===== src/rtl/instr_source_unit.sv =====
// Fetch-side instruction source: issues one registered instruction per cycle from
// instruction memory or from a FIFO of injected words, and owns the fetch PC.
module instr_source_unit #(
   parameter int          FIFO_DEPTH = 4,
   parameter logic [31:0] RESET_PC   = 32'h0000_0000,
   parameter logic [31:0] NOP_INSTR  = 32'h0000_0013
) (
   input  logic                            clk,
   input  logic                            reset,
   input  logic                            instr_mode,
   input  logic [31:0]                     instr_ext,
   input  logic                            ext_valid,
   output logic                            ext_ready,
   output logic [31:0]                     imem_addr,
   input  logic [31:0]                     imem_rdata,
   input  logic                            fetch_stall,
   input  logic                            flush,
   input  logic [31:0]                     flush_pc,
   output logic [31:0]                     if_pc,
   output logic [31:0]                     if_instr,
   output logic                            if_valid,
   output logic                            cur_mode,
   output logic [$clog2(FIFO_DEPTH):0]     fifo_count,
   output logic [1:0]                      fsm_state
);
   localparam int AW = $clog2(FIFO_DEPTH);
   localparam int CW = AW + 1;
   localparam logic [CW-1:0] DEPTH_C = CW'(FIFO_DEPTH);

   typedef enum logic [1:0] {
      ST_MEM    = 2'd0,
      ST_EXT    = 2'd1,
      ST_SWITCH = 2'd2
   } state_t;

   // Injection handshake: a word is taken on any edge where ext_valid && ext_ready.
   state_t        state_q, state_d;
   logic          cur_mode_q, cur_mode_d;
   logic [31:0]   pc_q, pc_d;
   logic [31:0]   if_pc_q, if_pc_d;
   logic [31:0]   if_instr_q, if_instr_d;
   logic          if_valid_q, if_valid_d;
   logic [AW-1:0] wr_ptr_q, rd_ptr_q;
   logic [CW-1:0] count_q;
   logic [31:0]   fifo_mem [FIFO_DEPTH];
   logic          push, pop, fifo_empty;

   assign ext_ready  = (count_q < DEPTH_C);
   assign fifo_empty = (count_q == '0);
   assign push       = ext_valid && ext_ready;

   always_ff @(posedge clk or posedge reset) begin
      if (reset) begin
         state_q    <= ST_MEM;
         cur_mode_q <= 1'b0;
         pc_q       <= RESET_PC;
         if_pc_q    <= RESET_PC;
         if_instr_q <= NOP_INSTR;
         if_valid_q <= 1'b0;
         wr_ptr_q   <= '0;
         rd_ptr_q   <= '0;
         count_q    <= '0;
      end else begin
         state_q    <= state_d;
         cur_mode_q <= cur_mode_d;
         pc_q       <= pc_d;
         if_pc_q    <= if_pc_d;
         if_instr_q <= if_instr_d;
         if_valid_q <= if_valid_d;
         if (push) wr_ptr_q <= wr_ptr_q + AW'(1);
         if (pop)  rd_ptr_q <= rd_ptr_q + AW'(1);
         count_q <= count_q + CW'(push) - CW'(pop);
      end
   end

   always_ff @(posedge clk) begin
      if (push) fifo_mem[wr_ptr_q] <= instr_ext;
   end

   // A flush never moves the FSM out of MEM/EXT, but SWITCH always completes.
   always_comb begin
      state_d = state_q;
      case (state_q)
         ST_MEM:    if (!flush && !fetch_stall && instr_mode) state_d = ST_SWITCH;
         ST_EXT:    if (!flush && !fetch_stall && fifo_empty && !instr_mode) state_d = ST_SWITCH;
         ST_SWITCH: state_d = cur_mode_q ? ST_MEM : ST_EXT;
         default:   state_d = ST_MEM;
      endcase
   end

   always_comb begin
      pc_d       = pc_q;
      if_pc_d    = if_pc_q;
      if_instr_d = if_instr_q;
      if_valid_d = if_valid_q;
      cur_mode_d = cur_mode_q;
      pop        = 1'b0;
      if (state_q == ST_SWITCH) cur_mode_d = ~cur_mode_q;
      if (flush) begin
         pc_d       = flush_pc;
         if_valid_d = 1'b0;
         if_instr_d = NOP_INSTR;
      end else begin
         case (state_q)
            ST_MEM: begin
               if (!fetch_stall) begin
                  if (!instr_mode) begin
                     if_instr_d = imem_rdata;
                     if_pc_d    = pc_q;
                     if_valid_d = 1'b1;
                     pc_d       = pc_q + 32'd4;
                  end else begin
                     if_instr_d = NOP_INSTR;
                     if_valid_d = 1'b0;
                  end
               end
            end
            ST_EXT: begin
               if (!fetch_stall) begin
                  if (!fifo_empty) begin
                     pop        = 1'b1;
                     if_instr_d = fifo_mem[rd_ptr_q];
                     if_pc_d    = pc_q;
                     if_valid_d = 1'b1;
                     pc_d       = pc_q + 32'd4;
                  end else begin
                     if_instr_d = NOP_INSTR;
                     if_valid_d = 1'b0;
                  end
               end
            end
            default: begin
               if_instr_d = NOP_INSTR;
               if_valid_d = 1'b0;
            end
         endcase
      end
   end

   assign imem_addr  = pc_q;
   assign if_pc      = if_pc_q;
   assign if_instr   = if_instr_q;
   assign if_valid   = if_valid_q;
   assign cur_mode   = cur_mode_q;
   assign fifo_count = count_q;
   assign fsm_state  = state_q;

endmodule


===== config.mk =====
export PLATFORM = sky130hd
export DESIGN_NAME = instr_source_unit
export DESIGN_NICKNAME = d
export VERILOG_FILES = /design/src/rtl/instr_source_unit.sv
export SDC_FILE = /design/constraint.sdc
export NUM_CORES = 1
export LEC_CHECK = 0
export BUFFER_PORTS_ARGS = -buffer_cell sky130_fd_sc_hd__buf_2
export CAP_MARGIN = 0
export CELL_PAD_IN_SITES_DETAIL_PLACEMENT = 1
export CELL_PAD_IN_SITES_GLOBAL_PLACEMENT = 1
export CORE_MARGIN = 1.5
export CORE_UTILIZATION = 42
export CTS_BUF_LIST = sky130_fd_sc_hd__clkbuf_4
export DETAILED_ROUTE_END_ITERATION = 16
export MAX_ROUTING_LAYER = met4
export PLACE_DENSITY = 0.8
export SLEW_MARGIN = 40
export SYNTH_ARGS = -nofsm -noshare
export SYNTH_HDL_FRONTEND = slang
export SYNTH_SLANG_ARGS = --single-unit

===== constraint.sdc =====
create_clock -name clk -period 3 [get_ports clk]
set_clock_uncertainty 0.1 [all_clocks]
set_input_delay 0 -clock clk [delete_from_list [all_inputs] [get_ports clk]]
set_output_delay 0 -clock clk [all_outputs]
set_load 0.02 [all_outputs]

* After elaboration in Yosys (flattened, before gate mapping)
Memories as Yosys holds them, arrays and structs flattened.
Index checks and enable logic that the tools add are counted.
** Operators by class
- Add/sub/neg operators :: 5
- Magnitude comparators :: 1
- Eq/ne operators :: 12
- Mux-type cells :: 32
- Bitwise gates (word level) :: 2
- Reductions and logical operators :: 16
** Operators by type and width (count)
- $mux 32 :: 14
- $pmux 32 s2 :: 3
- $add 32x3->32 const B :: 1
- $ne 2x2->1 const B :: 6
- $ne 3x3->1 const B :: 4
- $mux 1 :: 11
- $pmux 2 s3 :: 1
- $reduce_and 6->1 :: 1
- $logic_and 1x1->1 :: 5
- $reduce_and 5->1 :: 1
- $add 2x1->2 const B :: 2
- $mux 2 :: 2
- $reduce_and 2->1 :: 2
- $add 3x1->3 :: 1
- $logic_not 1->1 :: 3
- $logic_not 3->1 :: 1
- $lt 3x3->1 const B :: 1
- $reduce_bool 3->1 :: 1
- $sub 3x1->3 :: 1
- $eq 2x1->1 const B :: 1
- $eq 2x2->1 const B :: 1
- $logic_not 2->1 :: 1
- $not 1->1 :: 2
- $pmux 1 s2 :: 1
- $reduce_bool 2->1 :: 1
** Word-level totals
- Bits in registers :: 107
- Bits in writable memories :: 128
- Output and inout bits :: 104
- Word-level logic and storage cells :: 78
- Memories kept :: 1
** Memories
- fifo_mem :: words 4, bits a word 32, rd ports 1, clocked after memory_dff 0, write ports 1, line 45 : logic [31:0] fifo_mem [FIFO_DEPTH];

* Depth between registers and ports, before layout
Gate-level depths: netlist of the first run.
- Depth in word-level cells :: 6
- Mapped depth :: 11

* Least setup slack after synthesis of the first run
Ideal clock, no wire load.
- Path type :: reg2reg
- Start :: reg state_q[1] (netlist: fsm_state[1])
- End :: reg count_q[2] (netlist: fifo_count[2])
- Library setup time :: 136 ps
- Arrival time :: 2575 ps
- Path slack :: 189 ps
- Stages on the path, launching flop included :: 12
- Path buffers :: 1
- Period minus slack after synthesis :: 2811 ps
- Cell sequence :: dfrtp_1 -> clkbuf_1 -> nand2b_1 -> or2_2 -> nor3_1 -> ha_1 -> inv_1 -> ha_1 -> inv_1 -> fa_1 -> xnor2_1 -> xnor2_1
** Between the ends
- Longest elaborated chain between the ends :: 4
** Ends and longest elaborated chain
- from (decl) :: line 37 : state_t state_q, state_d;
- from (signal assigned) :: line 64 : state_q <= state_d;
- $eq 2x1->1 :: line 104 : case (state_q)
- $mux 1 :: line 104
- $mux 1 :: line 99 : if (flush) begin
- named net pop :: line 46 : logic push, pop, fifo_empty;
- $sub 3x1->3 :: line 72 : count_q <= count_q + CW'(push) - CW'(pop);
- to (signal assigned) :: line 72
- to (decl) :: line 44 : logic [CW-1:0] count_q;
The timed path passes the listed nets, and every way through them passes these cells.
A chain may end at the register's enable or synchronous reset.

* Final worst setup path of the first run
- Start :: reg pc_q[2] (netlist: imem_addr[2])
- End :: reg pc_q[30] (netlist: imem_addr[30])
** Between the ends
- Longest elaborated chain between the ends :: 5
- Elaborated cells on any way between the ends :: 7
- Classes of those cells :: add/sub (1); mux (6)
** Ends and longest elaborated chain
- from (decl) :: line 39 : logic [31:0] pc_q, pc_d;
- from (signal assigned) :: line 66 : pc_q <= pc_d;
- $add 32x3->32 (*) :: line 111, 125
- $mux 32 (on tied branches) :: line 120, 107
- $mux 32 (on tied branches) :: line 119, 106
- $pmux 32 s2 (*) :: line 104
- $mux 32 (*) :: line 99
Mark *: on every way between the ends. The rest lies on a longest branch, timed or not. The select of a mux whose other input is x is not followed.

==> results of run 1 <==
==> metal layers <==
metal / wire length [µm] / part of all wire / up-vias
met5: 0 / 0 / -
met4: 1060 / 0.030 / 0
met3: 1980 / 0.056 / 80
met2: 18700 / 0.53 / 359
met1: 13600 / 0.38 / 4002
li1: - / - / 3410
==> placed cells by master, fill, tap and decap left out, types with 3 or more instances in the layout <==
cell type,synthesis,final
a21oi_1,3,3
a22oi_1,31,31
and2_1,7,3
and2_2,0,4
and3_1,5,5
buf_12,2,5
buf_2,4,205
buf_4,0,17
clkbuf_4,0,91
clkinv_1,0,13
clkinv_2,0,3
dfrtp_1,104,103
dfstp_2,3,3
dlygate4sd3_1,0,240
edfxtp_1,128,128
ha_1,7,7
inv_1,13,12
mux2_2,7,7
mux2_4,26,26
mux2i_1,3,3
mux4_2,32,32
nand2_1,67,67
nand3_1,9,9
nand4_1,10,10
nor2_1,8,7
nor2b_1,3,3
nor3_1,12,11
nor4_1,5,5
o21ai_0,58,58
o22ai_1,3,3
or3_1,5,3
xnor2_1,15,15
xor2_1,16,16
==> area by class of cell <==
cell class	count	area share
flip-flops and latches	235	0.455
repair buffers	467	0.255
multi-input cells	354	0.209
clock buffers	91	0.0476
well taps	285	0.0248
clock inverters	18	0.00558
inverters	13	0.00357
diodes	2	0.000349
==> power groups by stage <==
stage                     Clock [mW]  Sequential (mW)  Combinational [mW]
after floorplan                    0             5.01                1.81
after global placement             0             4.60                3.26
after detailed placement           0             4.63                3.35
after CTS                       2.78             4.58                3.82
after global routing            3.08             4.73                4.23
final                           2.89             4.66                3.99
==> cells by family (layout without fill, tap and decap cells) <==
kind of cell	Yosys count	in the layout	synth area share
buf+inv	49	589	0.0250
fa+ha+maj	8	8	0.0110
compound gates	102	102	0.0638
simple gates	145	145	0.0777
other cells	0	2	0
flops	235	235	0.669
xor+xnor	31	31	0.0279
mux	68	68	0.125
==> registers in the layout, summed over array words and instances (netlist names) <==
signal      flops
fifo_mem      128
rd_ptr_q        2
if_instr       32
if_pc          32
cur_mode        1
fsm_state       2
wr_ptr_q        2
imem_addr      32
fifo_count      3
if_valid        1
==> per-stage QoR <==
stage	util	area [µm²]	setup WS [ps]
6_report	0.632	14400	96.7
3_5_place_dp	0.492	11200	251
2_1_floorplan	-	9750	87.7
4_1_cts	0.631	14300	110
3_3_place_gp	0.492	11200	480
5_1_grt	0.632	14400	41.1
==> cell usage after synthesis (2+ instances only) <==
| cell | count |
|---|---|
| or2_2 | 2 |
| nand3_1 | 9 |
| mux2i_1 | 3 |
| buf_1 | 3 |
| a21oi_1 | 3 |
| nor2_1 | 8 |
| clkbuf_1 | 24 |
| and3_1 | 5 |
| dfstp_2 | 3 |
| nor2b_1 | 3 |
| nand4_1 | 10 |
| nand2b_1 | 2 |
| dfrtp_1 | 104 |
| mux2_4 | 26 |
| o21ai_0 | 58 |
| ha_1 | 7 |
| xor2_1 | 16 |
| a31oi_1 | 2 |
| or3_1 | 5 |
| xnor2_1 | 15 |
| nor3_1 | 12 |
| buf_2 | 4 |
| inv_1 | 13 |
| mux4_2 | 32 |
| nor4b_2 | 2 |
| edfxtp_1 | 128 |
| nand2_1 | 67 |
| and2_1 | 7 |
| o22ai_1 | 3 |
| buf_6 | 3 |
| buf_12 | 2 |
| nor4_1 | 5 |
| and4_1 | 2 |
| a22oi_1 | 31 |
| mux2_2 | 7 |
==> worst max-delay path: cells and delay by family (launching register included) <==
kind | cells | cell delay [ps]
AOI/OAI and AO/OA | 1 | 250
adders and majority gates | 1 | 230
buffers and inverters | 1 | 600
DFF | 1 | 440
and+or+nand+nor | 4 | 1210
==> worst max-delay path by stage <==
stage,start,to,slack [ps],depth (start not counted)
2_1_floorplan,reset,cur_mode,90,1
3_3_place_gp,fifo_count[1],fifo_count[2],480,10
3_5_place_dp,fifo_count[1],fifo_count[2],250,10
4_1_cts,rd_ptr_q[0],if_instr[1],110,5
5_1_grt,imem_addr[2],imem_addr[30],40,7
6_report,imem_addr[2],imem_addr[30],100,7
==> repair_timing <==
item,CTS,global route
endpoints found under the hold margin,305,0
setup buffers,0,1
gates resized for setup,0,1
hold buffers,240,0
setup endpoints to repair,0,4
==> impl_metrics.py, run 1 <==
metrics = {
    "pwr": {
        "swShare": 0.359,
        "p_seq_frac": 0.404,
        "switchingPower_mw": 4.14,
        "p_total_mw": 11.5,
        "share_comb_of_total_power": 0.346,
        "vdd_drop_max_uv": 524,
        "p_clk_frac": 0.251,
        "p_leak_nw": 6.04,
        "intPower_mw": 7.40,
        "power_density_mw_per_mm2": 803,
    },
    "logic_synthesis": {
        "syn_nets": 748,
        "synth.distinct_cells": 47,
        "netlist_area_mm2": 0.00975,
        "yosysTopAreaCellShare": 0.394,
        "synth_edf_count": 128,
        "ys_ff_latch": 235,
        "seq_area_frac_synth": 0.669,
        "syn_area_per_cell_um2": 15.3,
        "async_reset_ff_frac": 0.455,
        "yosysTopAreaCell": "edfxtp_1",
        "synth_ff_type": "edfxtp_1",
        "synth_area_leaders": "edfxtp_1 (39%), dfrtp_1 (27%), mux4_2 (7.4%), mux2_4 (4.0%), o21ai_0 (3.0%)",
        "yosys_warnings": 0,
        "synth_cells": 638,
    },
    "floorplanning": {
        "start_util": 0.429,
        "num_rows": 55,
        "die_w_um": 155,
        "coreArea_mm2": 0.0227,
        "die_h_um": 155,
        "dieArea_mm2": 0.0241,
        "io_pins": 206,
    },
    "global_route": {
        "grt_pass1_wl_um": 54700,
        "grt.total_usage": 0.309,
        "met3_usage": 0.0630,
        "met2_usage": 0.547,
        "grt-busiest-layer": "met2",
        "met1_usage": 0.343,
        "grt_max_degree": 79,
        "first_global_vias": 9150,
        "grt-ovfl-total": 0,
        "antenna_found_initial": 2,
    },
    "timing": {
        "finalSetupViolations": 0,
        "hold_slack_ps": 95.0,
        "tightest_slew_ps": 754,
        "rsz0062_at_grt": "no",
        "tns_ps": 0,
        "fmax_mhz": 344,
        "min_period_over_period": 0.968,
        "max_slew_margin": 0.493,
        "hold_violations": 0,
        "period_minus_slack_ps": 2900,
        "drv_slew": 0,
    },
    "hold_path": {
        "hold_path_class": "input pin to register",
        "worstHoldEndpoint": "if_instr[7]",
        "hold_depth": 4,
        "holdCritStartpoint": "imem_rdata[7]",
    },
    "drt": {
        "dr_total_vias": 7851,
        "wl_per_cell_um": 24.1,
        "drc": 0,
        "dr.first_iter.drc_count": 478,
        "drt-total-wl_um": 35300,
        "via_per_inst": 5.36,
        "ant_nets": 0,
        "dr.pass1.iters": 5,
    },
    "final_layout": {
        "multiInputGateArea_mm2": 0.00299,
        "stdcell_count": 1465,
        "drive_above_1_share": 0.348,
        "seqCellArea_mm2": 0.00653,
        "nFillCells": 2242,
        "nets": 1240,
        "area_growth_pct": 47.3,
    },
    "worst_setup_path": {
        "cp-end-kind": "register",
        "rrSetupSlack_ps": 100,
        "critPathLaunchType": "register",
        "cp_data_required_time_ps": 3500,
        "critPathKind": "register to register",
        "crit_fanout": 5,
        "cp.arrival_ps": 3400,
        "cp_slowest_stage_delay_ps": 600,
        "r2r_cells": 7,
        "r2r-end": "imem_addr[30]",
        "rr_startpoint": "imem_addr[2]",
        "worstPathCellList": "ha_1 > nand4b_1 > nor4b_2 > nand3_1 > or3_1 > a221oi_2 > dlygate4sd3_1",
        "cpMaxStageDelayCell": "dlygate4sd3_1",
    },
    "placement": {
        "portBuffers": 205,
        "dp_cells": 1113,
        "gp_congestion": 0.724,
        "hpwl_um": 16300,
    },
    "job": {
        "maxCapViolCount": 0,
    },
    "clock_network": {
        "cts_max_level": 2,
        "cts_tree": "done",
        "cts_buffers": 59,
        "cts_sinks": 235,
        "clkTransAtPathRegs_ps": 90,
        "clk_path_buf_depth": 3,
        "cts_root_buf": "clkbuf_4",
        "clk_latency_ps": 710,
    },
    "outcome": {
        "status": "finished, final reports clean",
    },
}
(Power assumes the default switching activity.)
==> inputs of run 2 (changes only) <==
--- a/config.mk
+++ b/config.mk
@@ -15,6 +15,8 @@
 export DETAILED_ROUTE_END_ITERATION = 16
 export MAX_ROUTING_LAYER = met4
 export PLACE_DENSITY = 0.8
+export RECOVER_POWER = 25
+export SETUP_SLACK_MARGIN = 0.4
 export SLEW_MARGIN = 40
 export SYNTH_ARGS = -nofsm -noshare
 export SYNTH_HDL_FRONTEND = slang
==> run 2 against run 1 <==
Clock-buffer cell count increased by 1. Flip-flop and latch count did not move. Sequential share of layout area down 0.16 points. Hold slack got worse by 5.0 ps. Utilization increased by 0.26 points. Critical endpoint is now imem_addr[4].
==> impl_metrics.py, run 2 (synthesis results as in run 1) <==
metrics = {
    "floorplanning": {
        "num_rows": 55,
        "die_w_um": 155,
        "io_pins": 206,
        "dieArea_mm2": 0.0241,
        "coreArea_mm2": 0.0227,
        "start_util": 0.429,
        "die_h_um": 155,
    },
    "timing": {
        "tns_ps": 0,
        "drv_slew": 0,
        "tightest_slew_ps": 1110,
        "hold_violations": 0,
        "finalSetupViolations": 0,
        "fmax_mhz": 382,
        "period_minus_slack_ps": 2620,
        "min_period_over_period": 0.872,
        "rsz0062_at_grt": "yes",
        "max_slew_margin": 0.260,
        "setup_slack_ps": 384,
    },
    "clock_network": {
        "cts_sinks": 235,
        "cts_root_buf": "clkbuf_4",
        "cts_tree": "done",
        "cts_buffers": 59,
        "clk_path_buf_depth": 3,
        "clk_latency_ps": 730,
        "clkTransAtPathRegs_ps": 70,
        "cts_max_level": 2,
    },
    "worst_setup_path": {
        "cp-end-kind": "register",
        "cp.arrival_ps": 3110,
        "crit_fanout": 7,
        "cp_data_required_time_ps": 3490,
        "critPathLaunchType": "register",
        "critPathKind": "register to register",
    },
    "final_layout": {
        "largest_register": "fifo_mem",
        "seqCellArea_mm2": 0.00653,
        "layout_common_cells": "dlygate4sd3_1 (236), buf_2 (201), edfxtp_1 (128)",
        "drive_above_1_share": 0.360,
        "multiInputGateArea_mm2": 0.00305,
        "final_common_cell": "dlygate4sd3_1",
        "largest_reg_flops": 128,
        "area_growth_pct": 47.9,
        "nFillCells": 2218,
        "nets": 1246,
    },
    "placement": {
        "post-place-ws_ps": 471,
        "hpwl_um": 16900,
        "portBuffers": 205,
        "gp_congestion": 0.744,
    },
    "global_route": {
        "grt_pass1_wl_um": 56600,
        "met3_usage": 0.0696,
        "grt-busiest-layer": "met2",
        "grt_max_degree": 65,
        "grt.total_usage": 0.328,
        "first_global_vias": 9209,
        "antenna_found_initial": 3,
        "met2_usage": 0.579,
        "grt-ovfl-total": 0,
        "met1_usage": 0.348,
    },
    "pwr": {
        "p_seq_frac": 0.389,
        "vdd_drop_max_uv": 436,
        "swShare": 0.364,
        "power_density_mw_per_mm2": 822,
        "intPower_mw": 7.53,
        "p_leak_nw": 6.06,
        "share_comb_of_total_power": 0.362,
        "switchingPower_mw": 4.31,
        "p_clk_frac": 0.249,
    },
    "drt": {
        "wl_per_cell_um": 26.1,
        "dr_total_vias": 8086,
        "drc": 0,
        "dr.pass1.iters": 5,
        "ant_nets": 0,
        "via_per_inst": 5.50,
        "drt-total-wl_um": 38300,
        "dr.first_iter.drc_count": 446,
    },
    "outcome": {
        "status": "finished, final reports clean",
    },
    "job": {
        "maxCapViolCount": 0,
    },
    "hold_path": {
        "hold_path_class": "input pin to register",
    },
}
-- run 2: stage by stage --
stage	instance area (µm²)	power, mW	util	hold slack, ps	instances
2_1_floorplan	9770	6.83	-	-1.13	638
4_1_cts	14400	11.3	0.633	1.66	1461
3_3_place_gp	11200	7.85	0.491	107	1112
3_5_place_dp	11200	8.00	0.494	-93.6	1114
6_report	14400	11.8	0.635	90.0	1470
5_1_grt	14400	12.3	0.635	61.9	1470
-- run 2: worst paths after layout --
path	from	end	slack [ps]	cells past startpoint
max	fsm_state[1]	imem_addr[4]	380	6
min	flush_pc[25]	imem_addr[25]	90	4
max reg2reg	fsm_state[1]	imem_addr[4]	380	6
min reg2reg	if_instr[14]	if_instr[14]	390	2
max in group asynchronous	reset	if_pc[22]	1090	6
min in group asynchronous	reset	rd_ptr_q[0]	310	4
-- run 2: power groups by stage --
stage	clock [mW]	sequential (mW)	combinational, mW
after CTS	2.78	4.53	4.02
after global routing	3.13	4.67	4.53
final	2.94	4.61	4.29
after global placement	0	4.53	3.32
after detailed placement	0	4.58	3.42
after floorplan	0	5.01	1.82
-- run 2: repair_timing --
item	4_1_cts	5_1_grt
setup endpoints to repair	0	15
hold buffers	240	0
hold endpoints to repair	313	0
gates resized for setup	0	15
buffers inserted	0	10
-- run 2: critical path, stage by stage (launching register included) --
cell           delay [ps]
dfrtp_2               460
buf_4                 160
nor4_1                690
nand2_1               180
xor2_1                200
o21ai_0               120
dlygate4sd3_1         600
-- run 2: metal layers --
layer  part of all wire  vias up  wire length, µm
met1               0.36     4122            13900
met4              0.044        0             1700
met2               0.53      420            20200
met5                  0        -                0
met3              0.066      112             2540
li1                   -     3432                -
-- run 2: layout make-up --
class | instances | share of cell area
Inverter | 13 | 0.00347
Clock inverter | 15 | 0.00495
Sequential cell | 235 | 0.453
Multi-Input combinational cell | 354 | 0.212
Antenna cell | 3 | 0.000521
Timing Repair Buffer | 473 | 0.253
Tap cell | 285 | 0.0247
Clock buffer | 92 | 0.0479
